File: config.mk
export PLATFORM = sky130hd
export DESIGN_NAME = display_mode_selector
export DESIGN_NICKNAME = d
export VERILOG_FILES = /design/src/rtl/display_mode_selector.sv
export SDC_FILE = /design/constraint.sdc
export NUM_CORES = 1
export LEC_CHECK = 0
export CAP_MARGIN = 20
export CORE_ASPECT_RATIO = 1.75
export CORE_UTILIZATION = 45
export DETAILED_ROUTE_END_ITERATION = 8
export DONT_BUFFER_PORTS = 1
export PLACE_DENSITY_LB_ADDON = 0.1
export SYNTH_ARGS = -nofsm -noshare
export SYNTH_HDL_FRONTEND = slang
export SYNTH_SLANG_ARGS = --single-unit
File: constraint.sdc
create_clock -name clk -period 2.68 [get_ports clk]
set_input_delay 0 -clock clk [delete_from_list [all_inputs] [get_ports clk]]
set_output_delay 0 -clock clk [all_outputs]
set_load 0.03 [all_outputs]
File: src/rtl/display_mode_selector.sv
// display_mode_selector: debounced Next/Auto buttons driving the 2-bit mirror display selector with auto-scroll.
module display_mode_selector #(
  parameter int unsigned DEBOUNCE_CYCLES = 500000,
  parameter int unsigned DB_W            = 20,
  parameter int unsigned DWELL_CYCLES    = 150000000,
  parameter int unsigned DW_W            = 28
) (
  input  logic       clk,
  input  logic       rst_n,
  input  logic       Btn_Next,
  input  logic       Btn_Auto,
  output logic [1:0] SS,
  output logic       Auto_On,
  output logic       Mode_Change
);
  typedef enum logic {MANUAL = 1'b0, AUTO = 1'b1} state_t;
  state_t                  state_q, state_d;
  logic [1:0]              sync1_q, sync2_q;
  logic [1:0]              db_q, db_d, dbp_q, flip, press;
  logic [1:0][DB_W-1:0]    cnt_q, cnt_d;
  logic [DW_W-1:0]         dwell_q, dwell_d;
  logic [1:0]              ss_q, ss_d;
  logic                    mc_q, mc_d;
  logic                    next_p, auto_p, expire, adv;
  // Bit 0 carries Next, bit 1 carries Auto; both buttons are debounced independently.
  always_comb begin
    flip  = '0;
    cnt_d = '0;
    for (int i = 0; i < 2; i++) begin
      flip[i]  = (sync2_q[i] != db_q[i]) && (cnt_q[i] == DB_W'(DEBOUNCE_CYCLES - 1));
      cnt_d[i] = (sync2_q[i] != db_q[i]) && !flip[i] ? cnt_q[i] + 1'b1 : '0;
    end
    db_d = db_q ^ flip;
  end
  assign press  = db_q & ~dbp_q;
  assign next_p = press[0];
  assign auto_p = press[1];
  always_comb begin
    state_d = state_q;
    if (auto_p) state_d = (state_q == AUTO) ? MANUAL : AUTO;
    expire  = (state_q == AUTO) && (dwell_q == DW_W'(DWELL_CYCLES - 1));
    adv     = next_p | expire;
    dwell_d = (state_q == AUTO) && !auto_p && !adv ? dwell_q + 1'b1 : '0;
    ss_d    = adv ? ss_q + 2'd1 : ss_q;
    mc_d    = adv;
  end
  always_ff @(posedge clk or negedge rst_n) begin
    if (!rst_n) begin
      sync1_q <= '0;
      sync2_q <= '0;
      db_q    <= '0;
      dbp_q   <= '0;
      cnt_q   <= '0;
      dwell_q <= '0;
      ss_q    <= '0;
      mc_q    <= 1'b0;
      state_q <= MANUAL;
    end else begin
      sync1_q <= {Btn_Auto, Btn_Next};
      sync2_q <= sync1_q;
      db_q    <= db_d;
      dbp_q   <= db_q;
      cnt_q   <= cnt_d;
      dwell_q <= dwell_d;
      ss_q    <= ss_d;
      mc_q    <= mc_d;
      state_q <= state_d;
    end
  end
  assign SS          = ss_q;
  assign Auto_On     = (state_q == AUTO);
  assign Mode_Change = mc_q;
endmodule

==> metrics.md <==
| Metric | Value |
|---|---|
| Cell chosen for the clock root | `clkbuf_16` |
| Ys async rst share | `100.0%` |
| Post-route DRC | `0` |
| Starting Density | `between 40 and 50%` |
| Routed WL | `just under 8000 microns` |
| Clk_skew | `between 0.006 and 0.007 ns` |
| Nets@finish | `~410` |
| Crit-path cells | `ha_1 > nand2_1 > or4_4 > or4_1 > a21oi_1` |
| Global route overflow | `0` |
| Initial antenna violation count | `0` |
| Starting DRT DRC Count | `110` |
| Final Cycle Share | `between 80% and 90%` |
| Final Hold Viols | `0` |
| Worst-skew pair later-pin latency | `about 0.33 ns` |
| Dpl cell area | `0.004019 sq mm` |
| Die width | `between 70 and 80 microns` |
| Pre-CTS setup slack | `roughly 0.5 ns` |
| HPWL Detailed | `around 5400 microns` |
| Multi-input logic area | `0.001772 sq mm` |
| Slew HR | `67.32%` |
| Prevailing post-synth register cell | `dfrtp_1` |
| Final WS setup | `0.5050 ns` |
| CTS tree | `done` |
| Crit path launch type | `register` |
| Routed met1 length | `approximately 3300 microns` |
| Highest metal used | `met4` |
| Clock Tree Buf Depth | `2` |
| VDD IR max | `302.6 uV` |
| Post-synth top area cell | `dfrtp_1` |
| Io pins | `8` |
| Worst-path maximum fanout | `15` |
| Reg2Reg Setup Slack | `between 0.5 and 0.6 ns` |
| Met3 routed WL | `roughly 170 microns` |
| PD cells | `~600 mW/mm^2` |
| CP Capture Type | `register` |
| H-tree depth | `3` |
| Synth area leaders | `dfrtp_1 51%, xnor2_1 5.6%, nor2_1 5.0%` |
| Max incr delay on CP | `approximately 0.64 ns` |
| Critical path's slowest cell | `or4_4` |
| Clock sink count | `80` |
| Drt first pass iters | `4` |
| Max capacitance violation total | `0` |
| Minimum clock period | `between 2 and 2.5 ns` |
| Final Cell Area | `0.004408 sq mm` |
| TritonCTS buffer count | `9` |
| Syn_area_per_cell | `just under 10 sq um` |
| Area share of the largest cell type after synthesis | `about half` |
| Routed length per instance | `15.23 microns` |
| Syn Nets | `399` |
| Final setup vio count | `0` |
| Worst Setup Path Type | `register to register` |
| GRT Total Usage | `between 10% and 20%` |
| Synth cell count leaders | `80 x dfrtp_1, 52 x nor2_1, 25 x a21oi_1, 25 x xnor2_1, 24 x nand3_1` |
| Sequential element share of the synthesized area | `51.36%` |
| First-pass GRT wire length | `~14,000 microns` |
| Gpl congestion | `approximately 0.83` |
| Worst-path clk slew | `~0.060 ns` |
| Mapped Area | `about 0.0039 sq mm` |
| Port Buf Inserts | `0` |
| Met2 routed WL | `between 4000 and 5000 microns` |
| RSZ-0062 raised after global routing | `no` |
| Setup TNS | `0 ns` |
| Post-CTS Setup Inserts | `0` |
| Register area | `roughly 0.0020 sq mm` |
| Vias in the first global route | `2,902` |
| Status | `completed` |
| Fillcell total | `around 800` |
| Core ar. | `around 0.0084 sq mm` |
| Area Overhead vs Synth | `13.10%` |
| Pwr Total | `roughly 2.6 mW` |
| Largest net degree at the start of global routing | `between 80 and 90` |
| Number of core rows | `44` |
| Slew @ Worst Pin | `just under 0.5 ns` |
| Most common cell in the synthesized netlist | `dfrtp_1` |
| Number of flops mapped to enable cells by yosys | `0` |
| P_leak | `between 1.5 and 2 nW` |
| Ys Warns | `0` |
| DIE AREA | `slightly above 0.009 sq mm` |
| Fmax | `between 400 and 500 MHz` |
| Antenna Cells | `0` |
| Yosys reg bits | `80` |
| Cells after Synth | `392` |
| Vias per cell | `5.604` |
| Final Slew Violations | `0` |
| CP arrival | `2.43 ns` |
| Die Y | `approximately 130 microns` |
| WP data required | `just under 3 ns` |
| Worst min path class | `primary input to async pin` |
| Layout cell share with drive strength beyond 1 | `under 10%` |
| Post-DRT Antenna Nets | `0` |
| Distinct cells, synth | `41` |
| Via count | `roughly 3,000` |
## cell type report
cell class,instances,share of cell area [%]
clock buffer,11,5.734
clock inverter,5,1.788
inverter,13,1.107
multi-input combinational,285,40.19
sequential,80,45.42
tap,115,3.264
timing repair buffer,11,2.498
## power by group
part | switching [mW] | internal, mW
combinational | 0.0406 | 0.0177
sequential | 0.00888 | 1.22
clock | 0.478 | 0.864
total | 0.527 | 2.10
## kinds of logic (layout without fill, tap and decap cells)
kind of cell | after synthesis | count (layout) | synth area share, %
AO/OA/AOI/OAI | 58 | 58 | 8.668
XOR/XNOR | 41 | 41 | 9.213
adder cells (fa/ha/maj) | 3 | 3 | 0.9632
buffers and inverters | 27 | 40 | 3.178
flip-flops | 80 | 80 | 51.36
multiplexers | 2 | 2 | 0.5778
AND/OR/NAND/NOR | 181 | 181 | 26.04
## routing by layer
metal	track usage [%]	up-vias
met4	11.19	0
met3	3.223	17
met2	32.05	44
met1	22.99	1425
met5	0	-
li1	-	1428
## state kept, by name, summed over array words and instances, names as in the netlist, named ones only
name / cells
cnt_q: 40
Auto_On: 1
SS: 2
Mode_Change: 1
sync1_q: 2
sync2_q: 2
dwell_q: 28
dbp_q: 2
## metrics by stage
stage	hold WS (ns)	std cells	utilization [%]
floorplan	-0.2956	392	-
global placement	-0.2940	500	48.03
detailed placement	-0.2937	500	48.03
CTS	0.2162	520	52.68
global route	0.2269	520	52.68
finish	0.2193	520	52.68
## worst paths after layout
path / endpoint / from / cells after the start
worst max register to register: dwell_q[24] / dwell_q[0] / 5
worst max-delay path: dwell_q[24] / dwell_q[0] / 5
min in group clk: sync1_q[0] / Btn_Next / 1
max in group asynchronous: cnt_q[24] / rst_n / 2
worst min-delay path: cnt_q[17] / rst_n / 2
worst min register to register: sync2_q[1] / sync1_q[1] / 0
## layout by cell type (no fill, tap or decap), types with 8 or more instances in the layout
cell / count
o31ai_1: 11
nor3_1: 9
nand4_1: 16
xnor2_1: 25
dfrtp_1: 80
or3_1: 14
nand2_1: 17
inv_1: 13
o21ai_0: 13
and4_1: 8
a21oi_1: 25
or4_1: 12
nand3_1: 24
clkbuf_16: 9
xor2_1: 16
nor2_1: 52
## timing repair
| item | CTS | global route |
|---|---|---|
| endpoints found under the hold margin | 82 | 0 |
| hold buffers | 4 | 0 |
| gates resized for setup | 0 | 0 |
## critical path, delay by kind of cell, from the launching register on
kind,cells,cell delay [ns]
simple gates,3,1.29
flops,1,0.41
fa+ha+maj,1,0.25
compound gates,1,0.16
No activity file was read; power rests on OpenSTA's default activity.
